File: src/rtl/mbist_pkg.sv
// Shared definitions for the MBIST memory responder: bank encodings,
// the fault-table entry layout, the FSM state type and the per-entry overlay.
package mbist_pkg;

    localparam int DEFAULT_NUM_FAULTS = 8;

    // One-hot bank selects; any other pattern is an invalid access.
    localparam logic [1:0] BANK0 = 2'b01;
    localparam logic [1:0] BANK1 = 2'b10;

    typedef struct packed {
        logic       en;
        logic [1:0] bank;
        logic [9:0] row;
        logic [9:0] col;
        logic [7:0] mask;
        logic [7:0] val;
    } fault_entry_t;

    typedef enum logic {
        ST_CLEAR,
        ST_READY
    } state_t;

    // Replace the masked bits of data with the stuck values.
    function automatic logic [7:0] apply_fault(input logic [7:0] data,
                                               input logic [7:0] mask,
                                               input logic [7:0] val);
        return (data & ~mask) | (val & mask);
    endfunction

    // Increment that sticks at all-ones instead of wrapping.
    function automatic logic [31:0] sat_inc(input logic [31:0] cnt, input logic en);
        return (en && (cnt != 32'hFFFF_FFFF)) ? cnt + 32'd1 : cnt;
    endfunction

endpackage

File: src/rtl/mbist_fault_cam.sv
// Fault table: one write port, plus a purely combinational lookup that
// matches every entry in parallel and overlays the stuck bits onto the
// background value. Later (higher-index) entries override earlier ones per bit.
module mbist_fault_cam
    import mbist_pkg::*;
#(
    parameter int NUM_FAULTS = DEFAULT_NUM_FAULTS
) (
    input  logic                          clk,
    input  logic                          wr_en,
    input  logic [$clog2(NUM_FAULTS)-1:0] wr_idx,
    input  fault_entry_t                  wr_entry,
    input  logic [1:0]                    lk_bank,
    input  logic [9:0]                    lk_row,
    input  logic [9:0]                    lk_col,
    input  logic [7:0]                    lk_data,
    output logic [7:0]                    ovl_data
);

    fault_entry_t entries [NUM_FAULTS];

    // Table write; the new entry is visible to lookups from the next cycle.
    // NOTE: the table has no reset -- the owner's CLEAR sweep zeroes it one
    // entry per cycle, which keeps this a plain RAM-style array. Non-blocking
    // assignment here so a same-cycle lookup still reads the old entry.
    always_ff @(posedge clk) begin
        if (wr_en) begin
            entries[wr_idx] <= wr_entry;
        end
    end

    // Parallel match; iterating upward lets the highest matching index win.
    // NOTE: ovl_data gets its default before the loop so no path leaves it
    // unassigned, which would otherwise infer a latch.
    always_comb begin
        ovl_data = lk_data;
        for (int i = 0; i < NUM_FAULTS; i++) begin
            if (entries[i].en && (entries[i].bank == lk_bank) &&
                (entries[i].row == lk_row) && (entries[i].col == lk_col)) begin
                ovl_data = apply_fault(ovl_data, entries[i].mask, entries[i].val);
            end
        end
    end

endmodule

File: src/rtl/mbist_mem_responder.sv
// Behavioural memory stand-in for MBIST: two background registers, a
// programmable stuck-bit fault table, a read pipeline of RD_LAT stages,
// saturating access counters and an invalid-bank error pulse.
module mbist_mem_responder
    import mbist_pkg::*;
#(
    parameter int NUM_FAULTS = DEFAULT_NUM_FAULTS,
    parameter int RD_LAT     = 1
) (
    input  logic                          clk,
    input  logic                          rst,
    input  logic                          ce,
    input  logic                          we,
    input  logic [9:0]                    row_addr,
    input  logic [9:0]                    col_addr,
    input  logic [1:0]                    bank_addr,
    input  logic [7:0]                    data_w,
    output logic [7:0]                    data_r,
    input  logic                          cfg_we,
    input  logic [$clog2(NUM_FAULTS)-1:0] cfg_idx,
    input  logic                          cfg_en,
    input  logic [1:0]                    cfg_bank,
    input  logic [9:0]                    cfg_row,
    input  logic [9:0]                    cfg_col,
    input  logic [7:0]                    cfg_mask,
    input  logic [7:0]                    cfg_val,
    output logic                          ready,
    output logic                          bank_err,
    output logic [31:0]                   wr_cnt,
    output logic [31:0]                   rd_cnt,
    output logic [31:0]                   hit_cnt
);

    localparam int IDX_W = $clog2(NUM_FAULTS);

    state_t            state, state_nxt;
    logic [IDX_W-1:0]  clr_idx, clr_idx_nxt;
    logic              cam_we;
    logic [IDX_W-1:0]  cam_idx;
    fault_entry_t      cam_entry;

    logic       bank_ok, acc_wr, acc_rd, acc_bad, rd_any, hit;
    logic [7:0] bg0, bg1, bg_sel, ovl_data, rd_word;

    logic       pipe_vld [RD_LAT];
    logic [7:0] pipe_dat [RD_LAT];

    // Access decode: nothing is serviced until the table sweep has finished.
    assign ready   = (state == ST_READY);
    assign bank_ok = (bank_addr == BANK0) || (bank_addr == BANK1);
    assign acc_wr  = ready && ce && we  && bank_ok;
    assign acc_rd  = ready && ce && !we && bank_ok;
    assign acc_bad = ready && ce && !bank_ok;
    assign rd_any  = ready && ce && !we;
    assign bg_sel  = (bank_addr == BANK1) ? bg1 : bg0;
    assign rd_word = bank_ok ? ovl_data : 8'h00;
    assign hit     = acc_rd && (ovl_data != bg_sel);
    assign data_r  = pipe_dat[RD_LAT-1];

    mbist_fault_cam #(
        .NUM_FAULTS (NUM_FAULTS)
    ) u_cam (
        .clk      (clk),
        .wr_en    (cam_we),
        .wr_idx   (cam_idx),
        .wr_entry (cam_entry),
        .lk_bank  (bank_addr),
        .lk_row   (row_addr),
        .lk_col   (col_addr),
        .lk_data  (bg_sel),
        .ovl_data (ovl_data)
    );

    // FSM state and clear-sweep index.
    always_ff @(posedge clk) begin
        if (rst) begin
            state   <= ST_CLEAR;
            clr_idx <= '0;
        end else begin
            state   <= state_nxt;
            clr_idx <= clr_idx_nxt;
        end
    end

    // Next state and table write-port steering: CLEAR owns the port, READY
    // hands it to the configuration interface.
    always_comb begin
        state_nxt   = state;
        clr_idx_nxt = clr_idx;
        cam_we      = 1'b0;
        cam_idx     = cfg_idx;
        cam_entry   = '{en: cfg_en, bank: cfg_bank, row: cfg_row, col: cfg_col,
                        mask: cfg_mask, val: cfg_val};
        unique case (state)
            ST_CLEAR: begin
                cam_we      = 1'b1;
                cam_idx     = clr_idx;
                cam_entry   = '0;
                clr_idx_nxt = clr_idx + 1'b1;
                if (clr_idx == IDX_W'(NUM_FAULTS - 1)) begin
                    state_nxt = ST_READY;
                end
            end
            ST_READY: begin
                cam_we = cfg_we;
            end
            default: begin
                state_nxt = ST_CLEAR;
            end
        endcase
    end

    // Background registers; faults never touch these, they only overlay reads.
    always_ff @(posedge clk) begin
        if (rst) begin
            bg0 <= 8'h00;
            bg1 <= 8'h00;
        end else if (acc_wr) begin
            if (bank_addr == BANK1) bg1 <= data_w;
            else                    bg0 <= data_w;
        end
    end

    // Read pipeline; each stage only loads when its input is valid, so the
    // last stage doubles as the holding register behind data_r.
    always_ff @(posedge clk) begin
        if (rst) begin
            for (int i = 0; i < RD_LAT; i++) begin
                pipe_vld[i] <= 1'b0;
                pipe_dat[i] <= 8'h00;
            end
        end else begin
            pipe_vld[0] <= rd_any;
            if (rd_any) pipe_dat[0] <= rd_word;
            for (int i = 1; i < RD_LAT; i++) begin
                pipe_vld[i] <= pipe_vld[i-1];
                if (pipe_vld[i-1]) pipe_dat[i] <= pipe_dat[i-1];
            end
        end
    end

    // Saturating counters and the invalid-bank pulse.
    always_ff @(posedge clk) begin
        if (rst) begin
            wr_cnt   <= 32'd0;
            rd_cnt   <= 32'd0;
            hit_cnt  <= 32'd0;
            bank_err <= 1'b0;
        end else begin
            wr_cnt   <= sat_inc(wr_cnt, acc_wr);
            rd_cnt   <= sat_inc(rd_cnt, acc_rd);
            hit_cnt  <= sat_inc(hit_cnt, hit);
            bank_err <= acc_bad;
        end
    end

endmodule

File: config.mk
export PLATFORM = sky130hd
export DESIGN_NAME = mbist_mem_responder
export DESIGN_NICKNAME = d
export VERILOG_FILES = /design/src/rtl/mbist_pkg.sv /design/src/rtl/mbist_fault_cam.sv /design/src/rtl/mbist_mem_responder.sv
export SDC_FILE = /design/constraint.sdc
export NUM_CORES = 1
export LEC_CHECK = 0
export BUFFER_PORTS_ARGS = -buffer_cell sky130_fd_sc_hd__buf_2
export CORE_UTILIZATION = 41
export DETAILED_ROUTE_END_ITERATION = 16
export GPL_TIMING_DRIVEN = 0
export PLACE_DENSITY_LB_ADDON = 0.08
export SLEW_MARGIN = 5
export SYNTH_ARGS = -nofsm -noshare
export SYNTH_HDL_FRONTEND = slang
export SYNTH_SLANG_ARGS = --single-unit
File: constraint.sdc
create_clock -name clk -period 5.4 [get_ports clk]
set_input_delay 1.08 -clock clk [delete_from_list [all_inputs] [get_ports clk]]
set_output_delay 1.08 -clock clk [all_outputs]
set_load 0.005 [all_outputs]
== Word-level counts from Yosys, hierarchy flattened ==
Memory sizes are Yosys's and may differ from the RTL's.
Cells that the tools add are included.

* Shift operators: 0
* Bitwise gates (word level): 34
* Eq/ne operators: 31
* Muxes and demuxes: 24
* Reduce and logical (&&, ||, !) cells: 40
* Magnitude comparators: 0
* Add/subtract/negate cells: 4
* Multiply operators: 0
* Divide/modulo/power cells: 0

{| class="wikitable"
|+ Operators with widths
! kind !! count
|-
| 10-bit equality test || 16
|-
| 8-bit bitwise AND || 16
|-
| 32-bit by 1-bit adder with 32-bit output, second input constant || 3
|-
| 32-bit != test, second input constant || 3
|-
| 8-bit 2-to-1 mux || 11
|-
| 8-bit NOT || 8
|-
| 8-bit bitwise OR || 8
|-
| 39-bit 2-to-1 mux || 1
|-
| 1-bit logical AND || 34
|-
| 2-bit equality test || 8
|-
| 1-bit 2-to-1 mux || 10
|-
| 8-bit != test || 1
|-
| 8-bit OR reduction || 1
|-
| 2-bit AND reduction || 2
|-
| 3-bit by 1-bit adder with 3-bit output, second input constant || 1
|-
| 3-bit equality test, second input constant || 1
|-
| 3-bit 2-to-1 mux || 1
|-
| 2-bit by 1-bit equality test with 1-bit output, second input constant || 1
|-
| 2-bit equality test, second input constant || 1
|-
| 1-bit zero test || 2
|-
| 1-bit NOT || 2
|-
| 1-bit one-hot mux with 2 select lines || 1
|-
| 1-bit logical OR || 1
|}

* Bits of input ports: 77
* Word-level logic and storage cells: 143
* Bits in latches: 0
* Register bits after elaboration: 117
* Memories kept: 2
* Memory bits (read-only): 0
* RAM bits: 320

{| class="wikitable"
|+ Memories
! name !! depth !! width !! read ports !! clocked after Yosys merged registers in !! wr ports !! line !! source
|-
| u_cam.entries || 8 || 39 || 8 || 0 || 1 || mbist_fault_cam.sv:20 || <nowiki>fault_entry_t entries [NUM_FAULTS];</nowiki>
|-
| pipe_dat || 1 || 8 || 1 || 0 || 1 || mbist_mem_responder.sv:46 || <nowiki>logic [7:0] pipe_dat [RD_LAT];</nowiki>
|}

== Logic depth before layout (Yosys ltp) ==
Gate-level depths: netlist of the first run.

* Word-level depth: 29
* Mapped depth: 17
* Mapped depth without buffers: 12

== Cells and area by module ==
From an unflattened synthesis of the first run, not the netlist that was laid out.

* Cell total of the unflattened synthesis: 1574
* Area, all modules: 19535.0 um^2

{| class="wikitable"
|+ Modules (own cells, without submodules)
! module !! times used !! cells an instance !! sequential area each (um^2) !! area an instance (um^2)
|-
| mbist_fault_cam || 1 || 813 || 9369.0 || 13108.8
|-
| mbist_mem_responder || 1 || 761 || 2582.5 || 6426.2
|}

== Worst setup path after synthesis of the first run ==
Ideal clock, no wire load.

* Kind: in2reg
* Start: input port row_addr[3]
* End: register hit_cnt[7]
* Path buffers: 3
* Path slack: 1.079 ns
* Required time: 5.279 ns
* Library setup time: 0.121 ns
* Data arrival time: 4.200 ns
* Cell stages on the path: 14
* Path through: buf_2 xor2_1 or4_1 or4_4 nor3_4 buf_6 buf_8 nand2_2 a31o_1 and3_1 or4_4 nor4_4 nor2_1 mux2_4

* Cells in the longest elaborated chain, start to end: 28
* Elaborated cells between the ends (all ways): 49

{| class="wikitable"
|+ RTL lines
! element !! line !! source
|-
| start: declaration || mbist_mem_responder.sv:14 || <nowiki>input logic [9:0] row_addr,</nowiki>
|-
| 10-bit equality test || mbist_fault_cam.sv:39 || <nowiki>(entries[i].row == lk_row) && (entries[i].col == lk_col)) begin</nowiki>
|-
| 1-bit logical AND || mbist_fault_cam.sv:38 || <nowiki>if (entries[i].en && (entries[i].bank == lk_bank) &&</nowiki>
|-
| 1-bit logical AND || mbist_fault_cam.sv:39 ||
|-
| 8-bit 2-to-1 mux || mbist_fault_cam.sv:38 ||
|-
| 8-bit bitwise AND || mbist_pkg.sv:29 || <nowiki>return (data & ~mask) | (val & mask);</nowiki>
|-
| 8-bit bitwise OR || mbist_pkg.sv:29 ||
|-
| 8-bit 2-to-1 mux || mbist_fault_cam.sv:38 ||
|-
| 8-bit bitwise AND || mbist_pkg.sv:29 ||
|-
| [... 12 more ...] || n/a ||
|-
| 8-bit bitwise OR || mbist_pkg.sv:29 ||
|-
| 8-bit 2-to-1 mux || mbist_fault_cam.sv:38 ||
|-
| 8-bit bitwise AND || mbist_pkg.sv:29 ||
|-
| 8-bit bitwise OR || mbist_pkg.sv:29 ||
|-
| 8-bit 2-to-1 mux (*) || mbist_fault_cam.sv:38 ||
|-
| 8-bit != test (*) || mbist_mem_responder.sv:57 || <nowiki>assign hit = acc_rd && (ovl_data != bg_sel);</nowiki>
|-
| 1-bit logical AND (*) || mbist_mem_responder.sv:57 ||
|-
| 1-bit logical AND (*) || mbist_pkg.sv:34 || <nowiki>return (en && (cnt != 32'hFFFF_FFFF)) ? cnt + 32'd1 : cnt;</nowiki>
|-
| end signal: assignment || mbist_mem_responder.sv:152 || <nowiki>hit_cnt <= sat_inc(hit_cnt, hit);</nowiki>
|-
| end: declaration || mbist_mem_responder.sv:31 || <nowiki>output logic [31:0] hit_cnt</nowiki>
|}

Every way passes the cells marked *; elsewhere a longest branch is shown, timed or not.
A chain may end at the register's enable or synchronous reset.

== Worst setup path in the final report of the first run ==
* Start: input port bank_addr[0]
* End: register hit_cnt[1]

* Cells in the longest elaborated chain, start to end: 29
* Elaborated cells between the ends (all ways): 64

{| class="wikitable"
|+ RTL lines
! element !! line !! source
|-
| start: declaration || mbist_mem_responder.sv:16 || <nowiki>input logic [1:0] bank_addr,</nowiki>
|-
| 2-bit equality test (on tied branches) || mbist_mem_responder.sv:50, mbist_mem_responder.sv:55, mbist_fault_cam.sv:38 ||
|-
| 8-bit 2-to-1 mux / 1-bit logical AND (equally long branches) || mbist_mem_responder.sv:55, mbist_fault_cam.sv:38 ||
|-
| 8-bit bitwise AND / 1-bit logical AND (equally long branches) || mbist_pkg.sv:29, mbist_fault_cam.sv:38 ||
|-
| 8-bit bitwise OR / 1-bit logical AND (equally long branches) || mbist_pkg.sv:29, mbist_fault_cam.sv:39 ||
|-
| 8-bit 2-to-1 mux || mbist_fault_cam.sv:38 ||
|-
| 8-bit bitwise AND || mbist_pkg.sv:29 ||
|-
| 8-bit bitwise OR || mbist_pkg.sv:29 ||
|-
| 8-bit 2-to-1 mux || mbist_fault_cam.sv:38 ||
|-
| [... 13 more ...] || n/a ||
|-
| 8-bit bitwise OR || mbist_pkg.sv:29 ||
|-
| 8-bit 2-to-1 mux || mbist_fault_cam.sv:38 ||
|-
| 8-bit bitwise AND || mbist_pkg.sv:29 ||
|-
| 8-bit bitwise OR || mbist_pkg.sv:29 ||
|-
| 8-bit 2-to-1 mux || mbist_fault_cam.sv:38 ||
|-
| 8-bit != test || mbist_mem_responder.sv:57 ||
|-
| 1-bit logical AND (*) || mbist_mem_responder.sv:57 ||
|-
| 1-bit logical AND (*) || mbist_pkg.sv:34 ||
|}

Marks and branches as above.

==> results.md, run 1 <==
- Run status: complete, but fails checks
- Violated checks: setup timing
- # DRC: 0
- Area grow syn2layout: 18.2%
- Internal power: 5.77 mW
- Sequential Power Share: 49.9%
- Pre-CTS setup slack: -0.858 ns
- Clock Sinks: 437
- Yosys top cell area share: 47.7%
- Placeable Area: 48000 sq um
- YS warnings: 0
- Die height: 224 um
- Std cell rows: 80
- Via count: 15000
- Number of DRC markers in iteration 0: 1444
- Util after Layout: 49.5%
- Critical path arrival: 5.93 ns
- Peak supply drop: 0.220 mV
- Final worst slack: -0.0657 ns
- #FFs+latches synth: 437
- First-pass GRT wire length: 93400 um
- Largest area contributor in the netlist: edfxtp_1
- Synth area leaders: edfxtp_1 (48%), dfxtp_1 (12%), xnor2_1 (5.9%), xor2_1 (3.3%), nand4_1 (2.6%)
- Setup violators final: 13
- Vias in the first global route: 14600
- Clock share of power: 44.6%
- RSZ-0062 raised after global routing: false
- Data required, critical path: 5.87 ns
- Critical path class: in2reg
- Clock transition at path regs: 0.06 ns
- R2R setup slack: 0.31 ns
- Yosys cell types: 81
- Routability cong.: 0.912
- Slew margin rel.: 16.0%
- Minimum clock period: 5.47 ns
- Post-synth design cell area: 20100 sq um
- Max-cap violations: 0
- DR WL/cell: 24.6 um
- Layout cells sized above 1: 17.2%
- Number of CTS-inserted buffers: 49
- CTS tree: yes
- Io pins: 183
- Combinational power share: 5.6%
- H-tree depth: 2
- Hold Vio Cnt, Final: 0
- Port bufs: 161
- CP max FO: 10
- Largest net degree at the start of global routing: 30
- FMAX: 0.183 GHz
- Clk_lat worst skew: 0.62 ns
- CP startpoint kind: input port
- Sequential fraction of the synthesis area: 59.4%
- EDFF count, synth: 320
- Max clock buf depth: 3
- Die ar.: 50000 sq um
- Initial antenna violation count: 3
- Net count, final: 2021
- Crit share post-route: 101%
- Dpl hpwl: 44800 um
- Gr ovfl total: 0
- Sw power: 1.75 mW
- Worst Tran Pin Value: 1.25 ns
- Routed WL: 63900 um
- Post-Syn Instances: 1706
- DR pass1 iterations: 8
- Synth Area per Inst: 11.8 sq um
- Hold Path Class: reg2reg
- CTS root buf: clkbuf_16
- Initial Utilization: 41.9%
- Die width: 224 um
- Leakage power total: 8.49 nW
- Power per Cell Area: 316 nW/um^2
- Slew Limit Fails: 0
- Sw Ratio: 23.3%
- Most used DFF post-synth: edfxtp_1
- Vias per cell: 5.80
- Syn_nets: 1789
- Detail Route Antenna Nets: 0
- Endpoint class of the critical path: flop
- Tot GR Track Use: 25.5%
- Clk_skew: 0.0280 ns
- Async set-reset flop share out of synthesis: 0%
## routing by layer
layer / part of all wire, % / up-vias / GRT usage [%]
met2: 46 / 655 / 40.8
met4: 3.2 / 2 / 8.73
li1: - / 6889 / -
met5: 0.023 / - / 0
met3: 8.0 / 135 / 5.39
met1: 43 / 7368 / 34.3
## state kept, by name, summed over array words and instances (netlist names)
register	flops
pipe_dat	8
u_cam.entries	312
ready	1
bank_err	1
wr_cnt	32
bg1	8
bg0	8
rd_cnt	32
hit_cnt	32
clr_idx	3
## per-stage QoR
step / instance area (sq um) / hold slack (ns) / TNS, ns / total power [mW] / instances
global route: 23800 / 0.519 / 0 / 7.73 / 2594
finish: 23800 / 0.495 / -0.265 / 7.52 / 2596
detailed placement: 22000 / 0.489 / -24.29 / 4.23 / 2497
floorplan: 20100 / 0.456 / 0 / 4.06 / 1706
CTS: 23700 / 0.499 / 0 / 7.56 / 2589
global placement: 21700 / 0.471 / -44.10 / 4.21 / 2482
## cells in the final DEF, fill, tap and decap left out, drive strengths merged, types with 6 or more instances in the layout
| cell | synthesis | final |
|---|---|---|
| a211oi | 6 | 6 |
| a21oi | 63 | 63 |
| a221o | 7 | 7 |
| a31oi | 21 | 21 |
| a32oi | 12 | 12 |
| and2 | 63 | 63 |
| and3 | 33 | 33 |
| and4 | 19 | 19 |
| buf | 38 | 219 |
| clkbuf | 36 | 104 |
| clkinv | 0 | 14 |
| dfxtp | 117 | 117 |
| edfxtp | 320 | 320 |
| ha | 6 | 6 |
| inv | 38 | 42 |
| mux2 | 12 | 12 |
| mux2i | 25 | 25 |
| nand2 | 80 | 80 |
| nand2b | 17 | 17 |
| nand3 | 92 | 92 |
| nand4 | 84 | 84 |
| nand4b | 19 | 19 |
| nor2 | 124 | 124 |
| nor2b | 20 | 20 |
| nor3 | 17 | 17 |
| nor4 | 31 | 31 |
| o2111ai | 7 | 7 |
| o21a | 8 | 8 |
| o21ai | 46 | 46 |
| o31ai | 11 | 11 |
| or3 | 38 | 38 |
| or4 | 14 | 14 |
| xnor2 | 136 | 136 |
| xor2 | 76 | 76 |
## power groups by stage
stage	clock [mW]	combinational (mW)	sequential, mW
3_5_place_dp	0	0.413	3.82
6_report	3.35	0.418	3.75
4_1_cts	3.39	0.417	3.75
3_3_place_gp	0	0.372	3.83
5_1_grt	3.52	0.450	3.76
2_1_floorplan	0	0.239	3.82
## repair_timing
action                                 CTS  global route
pin swaps                                1             2
gates resized for setup                  6             9
endpoints found under the hold margin    0             0
setup endpoints to repair               31            31
hold buffers                             0             0
setup buffers                            0             5
## final timing paths
path | from | endpoint | cells after the start
setup / recovery | bank_addr[0] | hit_cnt[1] | 15
setup reg to reg | u_cam.entries[5][19] | hit_cnt[1] | 14
hold / removal | rd_cnt[20] | rd_cnt[20] | 2
hold reg to reg | rd_cnt[20] | rd_cnt[20] | 2
## cells in the mapped netlist (6+ instances only)
master and instances:
inv_1 38, buf_2 27, nand2_1 79, mux2_2 11
and4_1 19, ha_1 6, nand4_1 84, nand4b_1 19
nor2b_1 20, a221o_1 7, xor2_1 76, a31oi_1 21
a32oi_1 12, xnor2_1 136, and2_1 61, o21ai_1 12
a21oi_1 63, nor4_1 25, nor2_1 124, a211oi_1 6
dfxtp_1 117, o2111ai_1 7, and3_1 33, nand3_1 92
or4_1 12, o21ai_0 33, edfxtp_1 320, mux2i_1 25
or3_1 38, nand2b_1 17, o21a_1 8, nor3_1 15
clkbuf_1 35, o31ai_1 10
## cell type report
class                      instances  area [sq um]
fill                            4280         24200
sequential                       437         12000
multi-input combinational       1157          7860
clock buffer                      68          1360
timing repair buffer             181          1100
tap                              615           769
buffer                            74           373
clock inverter                    24           243
inverter                          38           143
antenna                            2          5.00
## critical path, stage by stage
cell     delay (ns)
buf_2          0.42
xor2_1         0.17
nor4_2         0.48
and3_1         0.23
buf_2          0.31
nand4_1        0.46
nor4_1         0.78
o32ai_1        0.19
nor4_1         0.59
nand4_1        0.25
o21ai_2        0.29
buf_4          0.23
buf_6          0.17
mux2i_1        0.19
nor2_1         0.05
## logic make-up after synthesis
group           synth area share, %
simple gates                   18.8
flops                          59.4
compound gates                 7.78
xor+xnor                       9.22
buf+inv                        2.56
mux                            1.93
fa+ha+maj                     0.373
Note: power is estimated with default switching activity, not from simulation.
==> inputs of run 2 (changes only) <==
- ABC_AREA: unset -> 1
==> results.md, run 2 <==
- Minimum clock period: 4.26 ns (-1.21 ns)
- Area grow syn2layout: 18.0%
- Clk_lat worst skew: 0.61 ns (about the same)
- #FFs+latches synth: 437 (unchanged)
- Tot GR Track Use: 25.5% (about the same)
- Setup TNS: 0 ns (+0.265 ns)
- Yosys cell types: 48 (-41%)
- Worst path most repeated cell: nand2_1
- Via count: 16900 (+12%)
- Yosys top cell area share: 46.2% (-1.5 points)
- Die ar.: 51600 sq um (+3.2%)
- Non-filler cells, final: 3288 (+27%)
- Largest register FFs: 312 (unchanged)
- Initial Utilization: 41.5% (-0.39 points)
- Endpoint class of the critical path: flop
- Most common cell after layout, fill and taps aside: nand2_1
- Critical path arrival: 4.72 ns (-1.21 ns)
- Number of CTS-inserted buffers: 51 (+4.1%)
- Crit share post-route: 78.8% (-22 points)
- Worst Tran Pin Value: 0.938 ns (-0.317 ns)
- Io pins: 183 (unchanged)
- Hold buffer count at cts: 0 (unchanged)
- Util after Layout: 49.0% (-0.56 points)
- Clock Sinks: 437 (unchanged)
- Syn_nets: 2423 (+35%)
- Critical path class: in2reg
- CP startpoint kind: input port
- Cts repair resizes: 0 (-6)
- Dpl hpwl: 48200 um (+7.6%)
- # DRC: 0 (unchanged)
- DR pass1 iterations: 7 (-1)
- Number of DRC markers in iteration 0: 1300 (-10%)
- Max stage delay on crit path: 0.73 ns (-0.05 ns)
- Overall power: 8.05 mW (+7.1%)
- Run status: completed
- Routed WL: 66200 um (+3.5%)
- Clock transition at path regs: 0.05 ns (about the same)
- Die height: 227 um (+1.6%)
- Critical path's slowest cell: nand4_1
- Crit-path cells: buf_2 -> inv_2 -> buf_2 -> or2_2 -> nand4_1 -> nor4_1 -> nand4_1 -> nor2_1 -> nor2_1 -> nand2_1 -> nand2_1 -> nand2_1 -> nand3_2 -> nor2_4 -> nand2_4 -> buf_6 -> buf_8 -> nand3_1 -> nand2_1 -> nand2_1 -> nor2_1
- Most used DFF post-synth: edfxtp_1
- Post-CTS setup buffers: 0 (unchanged)
- # fillers: 4803 (+12%)
- Layout cells sized above 1: 15.0% (-2.2 points)
- CP max FO: 10 (unchanged)
- Net count, final: 2655 (+31%)
- Detail Route Antenna Nets: 0 (unchanged)
- Clk_skew: 0.0271 ns (-0.000891 ns)
- H-tree depth: 2 (unchanged)
- Post-Syn Instances: 2340 (+37%)
- Crit path launch: col_addr[7]
- Vias per cell: 5.13 (-12%)
- Largest Register: u_cam.entries
- Leakage power total: 10.1 nW (+19%)
- EDFF count, synth: 320 (unchanged)
- Initial antenna violation count: 7 (+4)
- Sequential fraction of the synthesis area: 57.5% (-1.9 points)
- Port bufs: 171 (+6.2%)
- CTS tree: yes
- Placeable Area: 50100 sq um (+4.2%)
- Data required, critical path: 5.87 ns (about the same)
- Synth Area per Inst: 8.88 sq um (-25%)
- Max-cap violations: 0 (unchanged)
- RSZ-0062 raised after global routing: false
- Post-synth design cell area: 20800 sq um (+3.2%)
- Setup violators final: 0 (-13)
- Hold Vio Cnt, Final: 0 (unchanged)
- Hold Path Class: reg2reg
- Max clock buf depth: 3 (unchanged)
- First-pass GRT wire length: 95800 um (+2.6%)
- Async set-reset flop share out of synthesis: 0% (unchanged)
- Min-delay src: bg0[2]
- Gr ovfl total: 0 (unchanged)
- Die width: 227 um (+1.6%)
- Slew Limit Fails: 0 (unchanged)
- Power per Cell Area: 328 nW/um^2 (+3.9%)
- Most numerous cell in the Yosys netlist: nand2_1
- Reg2reg start: u_cam.entries[7][30]
- DP Cell Count: 3191 (+28%)
- DR WL/cell: 20.1 um (-18%)
- FMAX: 0.235 GHz (+28%)
- Routability cong.: 0.941 (+3.2%)
- Largest net degree at the start of global routing: 29 (-3.3%)
- YS warnings: 0 (unchanged)
- Most frequent cells in the layout: nand2_1 (530), edfxtp_1 (320), inv_1 (318)
- Vias in the first global route: 15700 (+7.2%)
- Largest area contributor in the netlist: edfxtp_1
- Std cell rows: 82 (+2.5%)
- Slew margin rel.: 37.5% (+21 points)
- Post-synth top cells: nand2_1 (530), edfxtp_1 (320), inv_1 (318)
- CTS root buf: clkbuf_16
- Peak supply drop: 0.240 mV (+8.8%)
- Synth area leaders: edfxtp_1 (46%), dfxtp_1 (11%), nand2_1 (9.6%), inv_1 (5.7%), nor2_1 (5.7%)
==> run 2: cell count changes after synthesis, sizes merged, moves of 33 or more <==
cell / change
xor2: -49
or3: -38
xnor2: -109
nor2: +206
and3: -33
o21ai: +73
inv: +303
and2: -63
nand2: +461
nor3: +54
==> run 2: critical path, delay by kind of cell <==
kind                   cells  cell delay, ns
and+or+nand+nor           16            2.61
buffers and inverters      5            0.99
==> run 2: final cells by class <==
cell class                      count  area, sq um  share of cell area, %
Clock inverter                     35          452                   1.84
Sequential cell                   437        12000                   48.7
Multi-Input combinational cell   1500         7230                   29.5
Antenna cell                        2         5.00                 0.0204
Buffer                             60          373                   1.52
Clock buffer                       60         1350                   5.51
Tap cell                          672          841                   3.43
Inverter                          343         1290                   5.27
Timing Repair Buffer              179         1020                   4.17
==> run 2: path summary, 6_finish.rpt <==
| path | to | slack [ns] | cells after the start |
|---|---|---|---|
| max reg2reg | hit_cnt[26] | 1.79 | 18 |
| max | hit_cnt[26] | 1.14 | 21 |
| min reg2reg | bg0[2] | 0.45 | 2 |
| min | bg0[2] | 0.45 | 2 |
==> run 2: report_power, final <==
part           internal [mW]  total, mW  leakage [nW]  switching, mW
clock                   2.27       3.72         0.863           1.45
combinational          0.154      0.532          5.32          0.378
sequential              3.74       3.80          3.90         0.0560
==> run 2: kinds of logic after synthesis <==
family                   synth area share, %
AO/OA/AOI/OAI                           6.79
XOR/XNOR                                2.28
adder cells (fa/ha/maj)                0.361
buffers and inverters                   8.01
flip-flops                              57.5
AND/OR/NAND/NOR                         25.1
==> run 2: per-stage QoR <==
step / worst slack (ns) / hold WS (ns) / instance area (sq um)
4_1_cts: 1.20 / 0.451 / 24500
2_1_floorplan: 1.73 / 0.424 / 20800
5_1_grt: 0.901 / 0.462 / 24500
6_report: 1.14 / 0.452 / 24500
3_5_place_dp: 0.569 / 0.443 / 22700
3_3_place_gp: 0.155 / 0.437 / 22500
==> run 2: metal layers <==
metal,track usage [%],share of wire [%],up-vias
li1,-,-,8232
met1,36.1,45,7953
met2,39.8,45,548
met3,3.56,6.2,125
met4,9.31,3.6,2
met5,0,0.020,-
